--- src/rtl/mb_spi_cfg_rx_if.sv ---
// SPI pin bundle between the MCU and the configuration receiver.
//   CLK  : SPI clock driven by the MCU (asynchronous to the FPGA clock)
//   MOSI : serial data, MSB first
//   LOAD : active-low frame strobe
// The master modport is the MCU side; the slave modport is the receiver.
interface mb_spi_cfg_rx_if;
    logic CLK;
    logic MOSI;
    logic LOAD;

    modport master (output CLK, output MOSI, output LOAD);
    modport slave  (input  CLK, input  MOSI, input  LOAD);
endinterface

--- src/rtl/mb_spi_cfg_rx.sv ---
// Slave SPI receiver for MCU->FPGA configuration frames (MAC/IP, board options).
// The SPI pins are sampled in the clock domain. A frame is bounded by LOAD low.
// It is length-checked and, when CRC_EN=1, checked with a trailing CRC-8
// (poly 0x07, init 0). An accepted payload is published in a single cycle.
// A rejected frame is counted and thrown away.
//
// Ports
//   clock        : system clock
//   reset_n      : asynchronous active-low reset
//   spi          : SPI pins (CLK, MOSI, LOAD), slave modport
//   frame_data   : last accepted payload, MSB first on the wire
//   frame_valid  : one-cycle pulse when frame_data updates
//   frame_loaded : sticky, set by the first accepted frame
//   frame_err    : one-cycle pulse on a rejected or aborted frame
//   err_count    : rejected-frame count, saturates at 255
//
// state    | meaning
// ---------+----------------------------------------------------------
// ST_IDLE  | waiting for the synchronised LOAD to fall
// ST_RX    | LOAD low; shifting bits on the selected CLK edge
// ST_CHECK | one cycle; accept or reject the frame just closed
// ST_ABORT | timed out; ignore CLK until LOAD returns high
module mb_spi_cfg_rx #(
    parameter int PAYLOAD_BITS   = 80,
    parameter int CRC_EN         = 1,
    parameter int SAMPLE_EDGE    = 0,
    parameter int TIMEOUT_CYCLES = 65535,
    parameter int SYNC_STAGES    = 2
) (
    input  logic                    clock,
    input  logic                    reset_n,
    mb_spi_cfg_rx_if.slave          spi,
    output logic [PAYLOAD_BITS-1:0] frame_data,
    output logic                    frame_valid,
    output logic                    frame_loaded,
    output logic                    frame_err,
    output logic [7:0]              err_count
);

    localparam int FRAME_BITS = PAYLOAD_BITS + ((CRC_EN != 0) ? 8 : 0);
    localparam int CNT_W      = $clog2(FRAME_BITS + 2);
    localparam int TMO_W      = (TIMEOUT_CYCLES > 1) ? $clog2(TIMEOUT_CYCLES + 1) : 1;
    localparam bit CRC_CHK    = (CRC_EN != 0);
    localparam bit TMO_EN     = (TIMEOUT_CYCLES != 0);
    localparam bit FALL_EDGE  = (SAMPLE_EDGE != 0);

    localparam logic [CNT_W-1:0] CNT_FULL = CNT_W'(FRAME_BITS);
    localparam logic [CNT_W-1:0] CNT_SAT  = CNT_W'(FRAME_BITS + 1);
    localparam logic [TMO_W-1:0] TMO_LOAD = TMO_W'(TIMEOUT_CYCLES);

    typedef enum logic [1:0] {
        ST_IDLE,
        ST_RX,
        ST_CHECK,
        ST_ABORT
    } state_t;

    logic [SYNC_STAGES-1:0]  clk_sync_q,  clk_sync_d;
    logic [SYNC_STAGES-1:0]  mosi_sync_q, mosi_sync_d;
    logic [SYNC_STAGES-1:0]  load_sync_q, load_sync_d;
    logic                    clk_dly_q,   clk_dly_d;
    logic                    load_dly_q,  load_dly_d;

    state_t                  state_q,        state_d;
    logic [FRAME_BITS-1:0]   sr_q,           sr_d;
    logic [CNT_W-1:0]        cnt_q,          cnt_d;
    logic [7:0]              crc_q,          crc_d;
    logic [TMO_W-1:0]        tmo_q,          tmo_d;
    logic [PAYLOAD_BITS-1:0] frame_data_q,   frame_data_d;
    logic                    frame_valid_q,  frame_valid_d;
    logic                    frame_loaded_q, frame_loaded_d;
    logic                    frame_err_q,    frame_err_d;
    logic [7:0]              err_count_q,    err_count_d;

    logic       clk_s, mosi_s, load_s;
    logic       load_fall, load_rise, sample_edge;
    logic [7:0] crc_next;
    logic [7:0] err_count_inc;

    assign clk_s  = clk_sync_q[SYNC_STAGES-1];
    assign mosi_s = mosi_sync_q[SYNC_STAGES-1];
    assign load_s = load_sync_q[SYNC_STAGES-1];

    assign load_fall   = load_dly_q & ~load_s;
    assign load_rise   = ~load_dly_q & load_s;
    assign sample_edge = FALL_EDGE ? (clk_dly_q & ~clk_s) : (~clk_dly_q & clk_s);

    // Serial CRC-8, one bit per sample edge; a frame carrying its own CRC
    // leaves a zero residue.
    assign crc_next      = {crc_q[6:0], 1'b0} ^ ({8{crc_q[7] ^ mosi_s}} & 8'h07);
    assign err_count_inc = (err_count_q == 8'hFF) ? err_count_q : err_count_q + 8'd1;

    always_comb begin
        clk_sync_d  = {clk_sync_q[SYNC_STAGES-2:0],  spi.CLK};
        mosi_sync_d = {mosi_sync_q[SYNC_STAGES-2:0], spi.MOSI};
        load_sync_d = {load_sync_q[SYNC_STAGES-2:0], spi.LOAD};
        clk_dly_d   = clk_s;
        load_dly_d  = load_s;

        state_d        = state_q;
        sr_d           = sr_q;
        cnt_d          = cnt_q;
        crc_d          = crc_q;
        tmo_d          = tmo_q;
        frame_data_d   = frame_data_q;
        frame_valid_d  = 1'b0;
        frame_loaded_d = frame_loaded_q;
        frame_err_d    = 1'b0;
        err_count_d    = err_count_q;

        case (state_q)
            ST_IDLE: begin
                if (load_fall) begin
                    state_d = ST_RX;
                    cnt_d   = '0;
                    crc_d   = '0;
                    tmo_d   = TMO_LOAD;
                end
            end

            ST_RX: begin
                // LOAD rise wins over a CLK edge in the same cycle, so that
                // edge never reaches the shift register.
                if (load_rise) begin
                    state_d = ST_CHECK;
                end else if (load_fall) begin
                    cnt_d = '0;
                    crc_d = '0;
                    tmo_d = TMO_LOAD;
                end else if (sample_edge) begin
                    sr_d  = {sr_q[FRAME_BITS-2:0], mosi_s};
                    crc_d = crc_next;
                    if (cnt_q != CNT_SAT) begin
                        cnt_d = cnt_q + CNT_W'(1);
                    end
                    tmo_d = TMO_LOAD;
                end else if (TMO_EN) begin
                    if (tmo_q <= TMO_W'(1)) begin
                        state_d     = ST_ABORT;
                        frame_err_d = 1'b1;
                        err_count_d = err_count_inc;
                    end else begin
                        tmo_d = tmo_q - TMO_W'(1);
                    end
                end
            end

            ST_CHECK: begin
                state_d = ST_IDLE;
                if ((cnt_q == CNT_FULL) && (!CRC_CHK || (crc_q == 8'h00))) begin
                    frame_data_d   = sr_q[FRAME_BITS-1 -: PAYLOAD_BITS];
                    frame_valid_d  = 1'b1;
                    frame_loaded_d = 1'b1;
                end else begin
                    frame_err_d = 1'b1;
                    err_count_d = err_count_inc;
                end
            end

            ST_ABORT: begin
                // The error was already raised on entry; the LOAD rise that
                // closes the aborted frame is silent.
                if (load_s) begin
                    state_d = ST_IDLE;
                end
            end

            default: state_d = ST_IDLE;
        endcase
    end

    always_ff @(posedge clock or negedge reset_n) begin
        if (!reset_n) begin
            clk_sync_q     <= '1;
            mosi_sync_q    <= '1;
            load_sync_q    <= '1;
            clk_dly_q      <= 1'b1;
            load_dly_q     <= 1'b1;
            state_q        <= ST_IDLE;
            sr_q           <= '0;
            cnt_q          <= '0;
            crc_q          <= '0;
            tmo_q          <= '0;
            frame_data_q   <= '0;
            frame_valid_q  <= 1'b0;
            frame_loaded_q <= 1'b0;
            frame_err_q    <= 1'b0;
            err_count_q    <= '0;
        end else begin
            clk_sync_q     <= clk_sync_d;
            mosi_sync_q    <= mosi_sync_d;
            load_sync_q    <= load_sync_d;
            clk_dly_q      <= clk_dly_d;
            load_dly_q     <= load_dly_d;
            state_q        <= state_d;
            sr_q           <= sr_d;
            cnt_q          <= cnt_d;
            crc_q          <= crc_d;
            tmo_q          <= tmo_d;
            frame_data_q   <= frame_data_d;
            frame_valid_q  <= frame_valid_d;
            frame_loaded_q <= frame_loaded_d;
            frame_err_q    <= frame_err_d;
            err_count_q    <= err_count_d;
        end
    end

    assign frame_data   = frame_data_q;
    assign frame_valid  = frame_valid_q;
    assign frame_loaded = frame_loaded_q;
    assign frame_err    = frame_err_q;
    assign err_count    = err_count_q;

endmodule

--- src/flat_wrapper.sv ---
// flat-port wrapper written by rule: the top's interface ports become plain ports
module mb_spi_cfg_rx_flat 
#(
    parameter int PAYLOAD_BITS   = 80,
    parameter int CRC_EN         = 1,
    parameter int SAMPLE_EDGE    = 0,
    parameter int TIMEOUT_CYCLES = 65535,
    parameter int SYNC_STAGES    = 2
)
  (clock, reset_n, frame_data, frame_valid, frame_loaded, frame_err, err_count, spi_CLK, spi_MOSI, spi_LOAD);
  mb_spi_cfg_rx_if spi_i ();
  input  logic clock;
  input  logic reset_n;
  output logic [PAYLOAD_BITS-1:0] frame_data;
  output logic frame_valid;
  output logic frame_loaded;
  output logic frame_err;
  output logic [7:0] err_count;
  input wire logic [$bits(spi_i.CLK)-1:0] spi_CLK;
  input wire logic [$bits(spi_i.MOSI)-1:0] spi_MOSI;
  input wire logic [$bits(spi_i.LOAD)-1:0] spi_LOAD;
  assign spi_i.CLK = spi_CLK;
  assign spi_i.MOSI = spi_MOSI;
  assign spi_i.LOAD = spi_LOAD;
  mb_spi_cfg_rx #(.PAYLOAD_BITS(PAYLOAD_BITS), .CRC_EN(CRC_EN), .SAMPLE_EDGE(SAMPLE_EDGE), .TIMEOUT_CYCLES(TIMEOUT_CYCLES), .SYNC_STAGES(SYNC_STAGES)) u_core (.clock(clock), .reset_n(reset_n), .spi(spi_i), .frame_data(frame_data), .frame_valid(frame_valid), .frame_loaded(frame_loaded), .frame_err(frame_err), .err_count(err_count));
endmodule
--- config.mk ---
export PLATFORM = sky130hd
export DESIGN_NAME = mb_spi_cfg_rx_flat
export DESIGN_NICKNAME = d
export VERILOG_FILES = /design/src/rtl/mb_spi_cfg_rx_if.sv /design/src/rtl/mb_spi_cfg_rx.sv /design/src/flat_wrapper.sv
export SDC_FILE = /design/constraint.sdc
export NUM_CORES = 1
export LEC_CHECK = 0
export CAP_MARGIN = 10
export CORE_MARGIN = 5
export CORE_UTILIZATION = 44
export DETAILED_ROUTE_END_ITERATION = 6
export SLEW_MARGIN = 0
export SYNTH_ARGS = -nofsm -noshare
export SYNTH_HDL_FRONTEND = slang
export SYNTH_SLANG_ARGS = --single-unit
--- constraint.sdc ---
create_clock -name clock -period 5.1 [get_ports clock]
set_input_delay 1.53 -clock clock [delete_from_list [all_inputs] [get_ports clock]]
set_output_delay 1.53 -clock clock [all_outputs]
set_load 0.02 [all_outputs]
==> results of run 1 <==
## logic make-up after synthesis
family	Yosys count	synth area share [%]
fa+ha+maj	12	1.68
flops	220	61.8
buf+inv	40	1.78
compound gates	52	3.83
xor+xnor	12	1.18
mux	172	21.7
simple gates	129	7.96
## layout make-up
type,count,area [µm²],area share [%]
clock inverters,8,78.8,0.720
clock buffers,36,696,6.36
inverters,14,52.6,0.480
multi-input cells,377,3260,29.8
flip-flops and latches,220,5520,50.4
well taps,270,338,3.09
repair buffers,101,1000,9.14
## cell usage in the layout, fill, tap and decap left out, types with 5 or more instances in the layout
cell type        count
dfrtp_1            212
xnor2_1              8
nand2_1             24
and3_1               7
nor4_1               6
nor2b_1              5
nand4_1              6
clkbuf_8             6
clkinv_2             5
ha_1                12
o21ai_0             18
clkbuf_16           24
clkbuf_1             7
nor2_1              19
buf_4                6
a21oi_1             11
clkdlybuf4s50_1     94
and4_1               5
nor3_1              11
dfstp_2              8
nand2b_1             5
inv_1               14
nand3_1             19
mux2_2             168
## Yosys cell counts (all sizes together) (3+ instances only)
cell / number / area share, %
inv: 14 / 0.59
a211oi: 3 / 0.25
nand4: 6 / 0.42
a21oi: 11 / 0.62
xor2: 4 / 0.39
dfrtp: 212 / 59
mux2i: 3 / 0.34
o31ai: 4 / 0.49
ha: 12 / 1.7
nand2b: 5 / 0.35
nor3: 11 / 0.62
clkbuf: 24 / 1.0
and2: 4 / 0.28
nand3: 20 / 1.1
dfstp: 8 / 2.4
and4: 5 / 0.49
nand2: 26 / 1.1
or3: 5 / 0.41
and3: 7 / 0.49
nor2b: 5 / 0.35
o21ai: 19 / 1.1
nor2: 19 / 0.80
nor4: 7 / 0.66
mux2: 169 / 21
xnor2: 8 / 0.79
or4: 3 / 0.29
## power by group
part	switching [µW]	internal, µW
Combinational	391	249
Sequential	81.3	1830
Clock	671	994
## stage by stage
stage / hold slack [ns] / utilization (%) / cell area [µm²]
after global placement: 0.346 / 50.6 / 10200
after CTS: 0.356 / 54.4 / 10900
final: 0.355 / 54.4 / 10900
after floorplan: 0.345 / - / 8920
after detailed placement: 0.348 / 50.6 / 10200
after global routing: 0.360 / 54.4 / 10900
## metal layers
metal  routed length, µm  global-route usage (%)
met4                 320                    3.90
met2                7960                    23.9
met1                7760                    20.1
met5                   0                       0
met3                 870                    3.46
## sequential cells by signal, summed over array words and instances, names as in the netlist
signal and flops:
u_core.state_q 2, u_core.frame_data 80, u_core.clk_sync_q 2, u_core.load_sync_q 2, u_core.frame_err 1, u_core.cnt_q 7, u_core.err_count 8, u_core.mosi_sync_q 2
u_core.sr_q 88, u_core.clk_dly_q 1, u_core.frame_valid 1, u_core.load_dly_q 1, u_core.tmo_q 16, u_core.frame_loaded 1, u_core.crc_q 8
## worst max-delay path by stage
| stage | endpoint | slack (ns) | cells past startpoint |
|---|---|---|---|
| 2_1_floorplan | u_core.err_count[1] | 2.84 | 6 |
| 3_3_place_gp | u_core.tmo_q[12] | 2.41 | 7 |
| 3_5_place_dp | u_core.tmo_q[12] | 2.27 | 7 |
| 5_1_grt | err_count[2] | 1.90 | 1 |
| 4_1_cts | err_count[2] | 1.95 | 1 |
| 6_report | err_count[2] | 1.98 | 1 |
==> flow_summary.json, run 1 <==
{
  "status": "completed",
  "peakVddDrop_mv": 0.221,
  "postCtsSetupRepairBufs": 0,
  "final_nets": 755,
  "grt_pass1_vias": 5622,
  "setup_slack_ns": 1.98,
  "cts_hold_buffers": 0,
  "cts_inserted_buffers": 24,
  "r2r_end": "u_core.tmo_q[12]",
  "fin_crit_sh_pct": 61.2,
  "core_area_um2": 20100,
  "place_congestion": 0.842,
  "final-setup-viol-count": 0,
  "dpl_worst_slack_ns": 2.27,
  "worstSetupPathType": "reg2out",
  "cp_data_arrival_time_ns": 1.59,
  "place.port_buffers": 95,
  "yosys_warnings": 0,
  "synth_flop_cell": "dfrtp_1",
  "grt-ovfl-total": 0,
  "fin_worst_skew_ns": 0.00952,
  "slew_violations": 0,
  "num_rows": 52,
  "grt_max_degree": 102,
  "slowest_delay_ns": 0.64,
  "routed_wirelength_um": 16900,
  "required_ns": 3.57,
  "hold_path_depth": 0,
  "final_antenna_net_count": 0,
  "async_flop_share_pct": 100,
  "cts_buffer_depth": 3,
  "antenna_found_initial": 0,
  "cts-root-buf": "clkbuf_16",
  "slew_headroom_pct": 26.4,
  "path_cells": "clkdlybuf4s50_1",
  "antennaDiodeCount": 0,
  "finalCriticalPeriod_ns": 3.12,
  "synth-edff-count": 0,
  "start_util_pct": 44.4,
  "hold_end": "u_core.mosi_sync_q[1]",
  "ys_ff_latch": 220,
  "yosysSeqAreaShare_pct": 61.8,
  "slowest_stage": "clkdlybuf4s50_1",
  "dp_cells": 982,
  "synth.avg_cell_area_um2": 14.0,
  "endpoint_kind": "primary output",
  "finalHoldViolCount": 0,
  "fp.dieH_um": 152,
  "dp_hpwl_um": 10900,
  "critical_path.top_delay_family": "buffers and inverters",
  "fin_total_pwr_uw": 4220,
  "drt_iter0_drc": 249,
  "powerDensity_nw_per_um2": 386,
  "vias_per_cell": 5.17,
  "htree_levels": 1,
  "area.growth.synth_to_final_pct": 22.7,
  "startpoint": "u_core.err_count[2]",
  "cts-resized-gates": 0,
  "rrSetupSlack_ns": 2.27,
  "routedWlPerCell_um": 16.5,
  "hold_start": "u_core.mosi_sync_q[0]",
  "cts_tree": "done",
  "firstDrtPassIters": 4,
  "yosysUniqueCellTypes": 53,
  "tightestPinTransition_ns": 1.10,
  "startpoint_type": "flop",
  "grt_pass1_wl_um": 29200,
  "path_buf_inv": 1,
  "r2r_cells": 7,
  "max_freq_ghz": 0.321,
  "synth.net_count": 654,
  "r2r-start": "u_core.state_q[1]",
  "cap_violations": 0,
  "die_area_um2": 23200,
  "hold_path.class": "reg2reg",
  "synthCells": 637,
  "via_count": 5306,
  "io_pins": 96,
  "drc": 0,
  "clk_pin_slew_worst_paths_ns": 0.06,
  "stdcell_count": 1026,
  "netlist_area_um2": 8920,
  "p_leak_uw": 0.00522,
  "tns_ns": 0,
  "grt.total_usage_pct": 14.7,
  "cts_sinks": 220,
  "num-fill-cells": 1648,
  "clk_latency_ns": 0.51,
  "layout-drive-gt1-share_pct": 30.4,
  "die_w_um": 152,
  "critPathMaxFanout": 6,
  "rsz0062_at_grt": "false"
}
Note: power is estimated with default switching activity, not from simulation.
==> inputs of run 2 (changes only) <==
PLACE_DENSITY = 0.67   (was not set)
clock period = 2.6 ns   (was 5.1 ns; I/O delays follow)
==> flow_summary.json, run 2 (synthesis results as in run 1) <==
{
  "status": "completed",
  "core_area_um2": 20100,
  "final-setup-viol-count": 0,
  "place.port_buffers": 95,
  "rsz0062_at_grt": "false",
  "die_area_um2": 23200,
  "cts_hold_buffers": 0,
  "grt-ovfl-total": 0,
  "start_util_pct": 44.4,
  "layout-drive-gt1-share_pct": 32.1,
  "fp.dieH_um": 152,
  "cts_buffer_depth": 3,
  "fin_worst_skew_ns": 0.00668,
  "regMostFlops": "u_core.sr_q",
  "cts-resized-gates": 0,
  "final_cell_mix": "dfrtp_1 (212), mux2_2 (168), clkdlybuf4s50_1 (94), nand2_1 (24), clkbuf_16 (24)",
  "die_w_um": 152,
  "critPathMaxFanout": 10,
  "required_ns": 2.98,
  "io_pins": 96,
  "p_leak_uw": 0.00535,
  "final_nets": 765,
  "firstDrtPassIters": 4,
  "dpl_worst_slack_ns": 0.150,
  "tns_ns": 0,
  "grt_max_degree": 98,
  "r2r_cells": 5,
  "postCtsSetupRepairBufs": 0,
  "grt.total_usage_pct": 14.5,
  "max_freq_ghz": 0.406,
  "cts_tree": "done",
  "hold_path.class": "in2async",
  "vias_per_cell": 5.19,
  "routedWlPerCell_um": 16.3,
  "final_antenna_net_count": 0,
  "place_congestion": 0.778,
  "cap_violations": 0,
  "tightestPinTransition_ns": 0.536,
  "drt_iter0_drc": 204,
  "via_count": 5376,
  "antennaDiodeCount": 0,
  "worstSetupPathType": "reg2reg",
  "cts_inserted_buffers": 24,
  "routed_wirelength_um": 16900,
  "finalHoldViolCount": 0,
  "peakVddDrop_mv": 0.575,
  "powerDensity_nw_per_um2": 773,
  "finalCriticalPeriod_ns": 2.46,
  "cts-root-buf": "clkbuf_16",
  "cp_data_arrival_time_ns": 2.84,
  "grt_pass1_vias": 5638,
  "setup_slack_ns": 0.138,
  "drc": 0,
  "startpoint_type": "flop",
  "slew_headroom_pct": 64.0,
  "htree_levels": 1,
  "fin_crit_sh_pct": 94.7,
  "area.growth.synth_to_final_pct": 25.5,
  "final_common_cell": "dfrtp_1",
  "largest_register_ffs": 88,
  "endpoint_kind": "flop",
  "antenna_found_initial": 0,
  "cts_sinks": 220,
  "dp_hpwl_um": 11200,
  "slew_violations": 0,
  "clk_latency_ns": 0.51,
  "num_rows": 52,
  "clk_pin_slew_worst_paths_ns": 0.06,
  "grt_pass1_wl_um": 28800
}
-- run 2: layout make-up --
class,count,area [µm²]
fillers,1610,8910
inverters,14,52.6
multi-input cells,377,3260
clock buffers,33,714
flip-flops and latches,220,5520
well taps,270,338
repair buffers,111,1160
clock inverters,11,145
-- run 2: final timing paths --
kind	from	end	slack [ns]
min in group clock	u_core.clk_sync_q[0]	u_core.clk_sync_q[1]	0.35
max in group asynchronous	reset_n	u_core.frame_data[48]	1.82
setup reg to reg	u_core.tmo_q[10]	u_core.tmo_q[12]	0.14
hold / removal	reset_n	u_core.tmo_q[1]	0.29
setup / recovery	u_core.tmo_q[10]	u_core.tmo_q[12]	0.14
hold reg to reg	u_core.clk_sync_q[0]	u_core.clk_sync_q[1]	0.35
-- run 2: worst max-delay path, stage by stage (launching register included) --
cell,delay (ns)
dfrtp_1,0.42
or4_4,0.56
or3_1,0.48
nor4_4,0.59
or4b_2,0.23
nand3_1,0.07
-- run 2: per-layer routing --
| layer | vias up | global-route usage (%) | wire length (µm) |
|---|---|---|---|
| li1 | 2504 | - | - |
| met1 | 2749 | 19.6 | 7650 |
| met2 | 103 | 23.4 | 7960 |
| met3 | 20 | 4.23 | 1050 |
| met4 | 0 | 3.25 | 224 |
| met5 | - | 0 | 0 |
-- run 2: where the power goes --
group          switching (µW)  internal (µW)  total, µW
Sequential                161           3600       3760
Combinational             776            557       1330
Clock                    1340           2220       3560
Total                    2270           6380       8650
-- run 2: per-stage QoR --
step	hold WS, ns	total power, µW	cell area (µm²)	std cells	util (%)
floorplan	0.345	4630	8920	637	-
global placement	0.349	5120	10300	992	51.4
CTS	0.307	8760	11200	1036	55.7
finish	0.291	8650	11200	1036	55.7
global route	0.307	9090	11200	1036	55.7
detailed placement	0.347	5150	10300	992	51.4
==> inputs of run 3 (changes only) <==
ABC_CLOCK_PERIOD_IN_PS = 2600   (was not set)
CORE_MARGIN = not set   (was 5)
==> flow_summary.json, run 3 (synthesis results as in run 1) <==
{
  "critPathMaxFanout": 7,
  "stdcell_count": 1037,
  "num_rows": 51,
  "max_freq_ghz": 0.410,
  "finalCriticalPeriod_ns": 2.44,
  "path_cells": "or4_4 > or3_1 > o31ai_4 > nand2_2 > mux2_4",
  "area.growth.synth_to_final_pct": 24.3,
  "startpoint_type": "flop",
  "endpoint_kind": "flop",
  "peakVddDrop_mv": 0.524,
  "slowest_stage": "or4_4",
  "dpl_worst_slack_ns": 0.152,
  "p_clk_share_pct": 37.8,
  "cts_buffer_depth": 3,
  "cts_sinks": 220,
  "cts_hold_buffers": 0,
  "grt-ovfl-total": 0,
  "routedWlPerCell_um": 16.3,
  "drt_iter0_drc": 195,
  "power.switching_uw": 2240,
  "grt_max_degree": 83,
  "required_ns": 2.99,
  "fin_crit_sh_pct": 93.9,
  "rsz0062_at_grt": "false",
  "dp_cells": 992,
  "p_leak_uw": 0.00529,
  "cts_inserted_buffers": 24,
  "tightestPinTransition_ns": 0.599,
  "firstDrtPassIters": 4,
  "final_nets": 771,
  "hold_path.class": "in2async",
  "cts-root-buf": "clkbuf_16",
  "setup_slack_ns": 0.159,
  "layout-drive-gt1-share_pct": 31.2,
  "die_w_um": 144,
  "cp_data_arrival_time_ns": 2.83,
  "cap_violations": 0,
  "powerDensity_nw_per_um2": 744,
  "p_comb_share_pct": 16.6,
  "antenna_found_initial": 0,
  "fp.dieH_um": 144,
  "grt_pass1_wl_um": 28200,
  "start_util_pct": 45.4,
  "htree_levels": 1,
  "tns_ns": 0,
  "io_pins": 96,
  "final_common_cell": "dfrtp_1",
  "grt.total_usage_pct": 17.0,
  "status": "completed",
  "fin_worst_skew_ns": 0.0135,
  "routed_wirelength_um": 16900,
  "cts_tree": "done",
  "vias_per_cell": 5.16,
  "antennaDiodeCount": 0,
  "grt_pass1_vias": 5499,
  "design_area_um2": 11100,
  "fin_total_pwr_uw": 8250,
  "dp_hpwl_um": 11100,
  "seqPwrFrac_pct": 45.6,
  "slew_violations": 0,
  "slew_headroom_pct": 60.0,
  "worstSetupPathType": "reg2reg",
  "via_count": 5350,
  "core_area_um2": 19700,
  "path_buf_inv": 0,
  "slowest_delay_ns": 0.56,
  "num-fill-cells": 1625,
  "clk_latency_ns": 0.51,
  "regMostFlops": "u_core.sr_q",
  "place.port_buffers": 95,
  "drc": 0,
  "critical_path.top_delay_family": "simple AND/OR/NAND/NOR gates",
  "switching_share_pct": 27.2,
  "place_congestion": 0.889,
  "largest_register_ffs": 88,
  "finalHoldViolCount": 0,
  "clk_pin_slew_worst_paths_ns": 0.06,
  "dpl-instance-area_um2": 10400,
  "p_int_uw": 6010,
  "die_area_um2": 20800,
  "final-setup-viol-count": 0,
  "final_cell_mix": "dfrtp_1 (212), mux2_2 (168), clkdlybuf4s50_1 (94), clkbuf_16 (25), nand2_1 (24)",
  "final_antenna_net_count": 0
}
[run 3: cell types whose count changed in the layout (fill, tap and decap cells not counted), moves of 2 or more]
cell,delta
buf_4,+7
bufinv_16,-3
clkbuf_1,+11
clkbuf_8,-7
clkinv_2,-2
[run 3: path summary, 6_finish.rpt]
path / slack, ns / start / end / cells after the start
max: 0.16 / u_core.tmo_q[10] / u_core.err_count[1] / 5
min: 0.21 / reset_n / u_core.state_q[1] / 1
max reg2reg: 0.16 / u_core.tmo_q[10] / u_core.err_count[1] / 5
min reg2reg: 0.36 / u_core.clk_sync_q[0] / u_core.clk_sync_q[1] / 0
max in group asynchronous: 1.68 / reset_n / u_core.frame_data[14] / 2
min in group clock: 0.36 / u_core.clk_sync_q[0] / u_core.clk_sync_q[1] / 0
[run 3: layout make-up]
type	count	area, µm²	share of cell area [%]
clock inverters	5	27.5	0.248
repair buffers	117	1200	10.8
well taps	265	332	2.99
clock buffers	39	698	6.30
flip-flops and latches	220	5520	49.8
multi-input cells	377	3260	29.4
inverters	14	52.6	0.474
[run 3: metal layers]
metal | up-vias | track usage, % | part of all wire [%]
met5 | - | 0 | 0
met1 | 2726 | 22.7 | 46
met2 | 103 | 27.0 | 47
met4 | 0 | 4.54 | 1.4
li1 | 2498 | - | -
met3 | 23 | 4.83 | 6.1
[run 3: metrics by stage]
stage,hold WS [ns],utilization [%]
2_1_floorplan,0.345,-
5_1_grt,0.278,56.4
3_5_place_dp,0.349,52.7
3_3_place_gp,0.349,52.7
4_1_cts,0.256,56.4
6_report,0.208,56.4
[run 3: power by group through the flow]
stage / combinational (µW) / sequential [µW] / clock (µW)
global route: 1510 / 3780 / 3360
detailed placement: 1360 / 3820 / 0
CTS: 1370 / 3760 / 3220
global placement: 1340 / 3800 / 0
floorplan: 791 / 3840 / 0
finish: 1370 / 3760 / 3120
[run 3: repair_timing]
action	in CTS	in global routing
buffers inserted	0	1
setup endpoints to repair	0	5
resized for setup	0	1
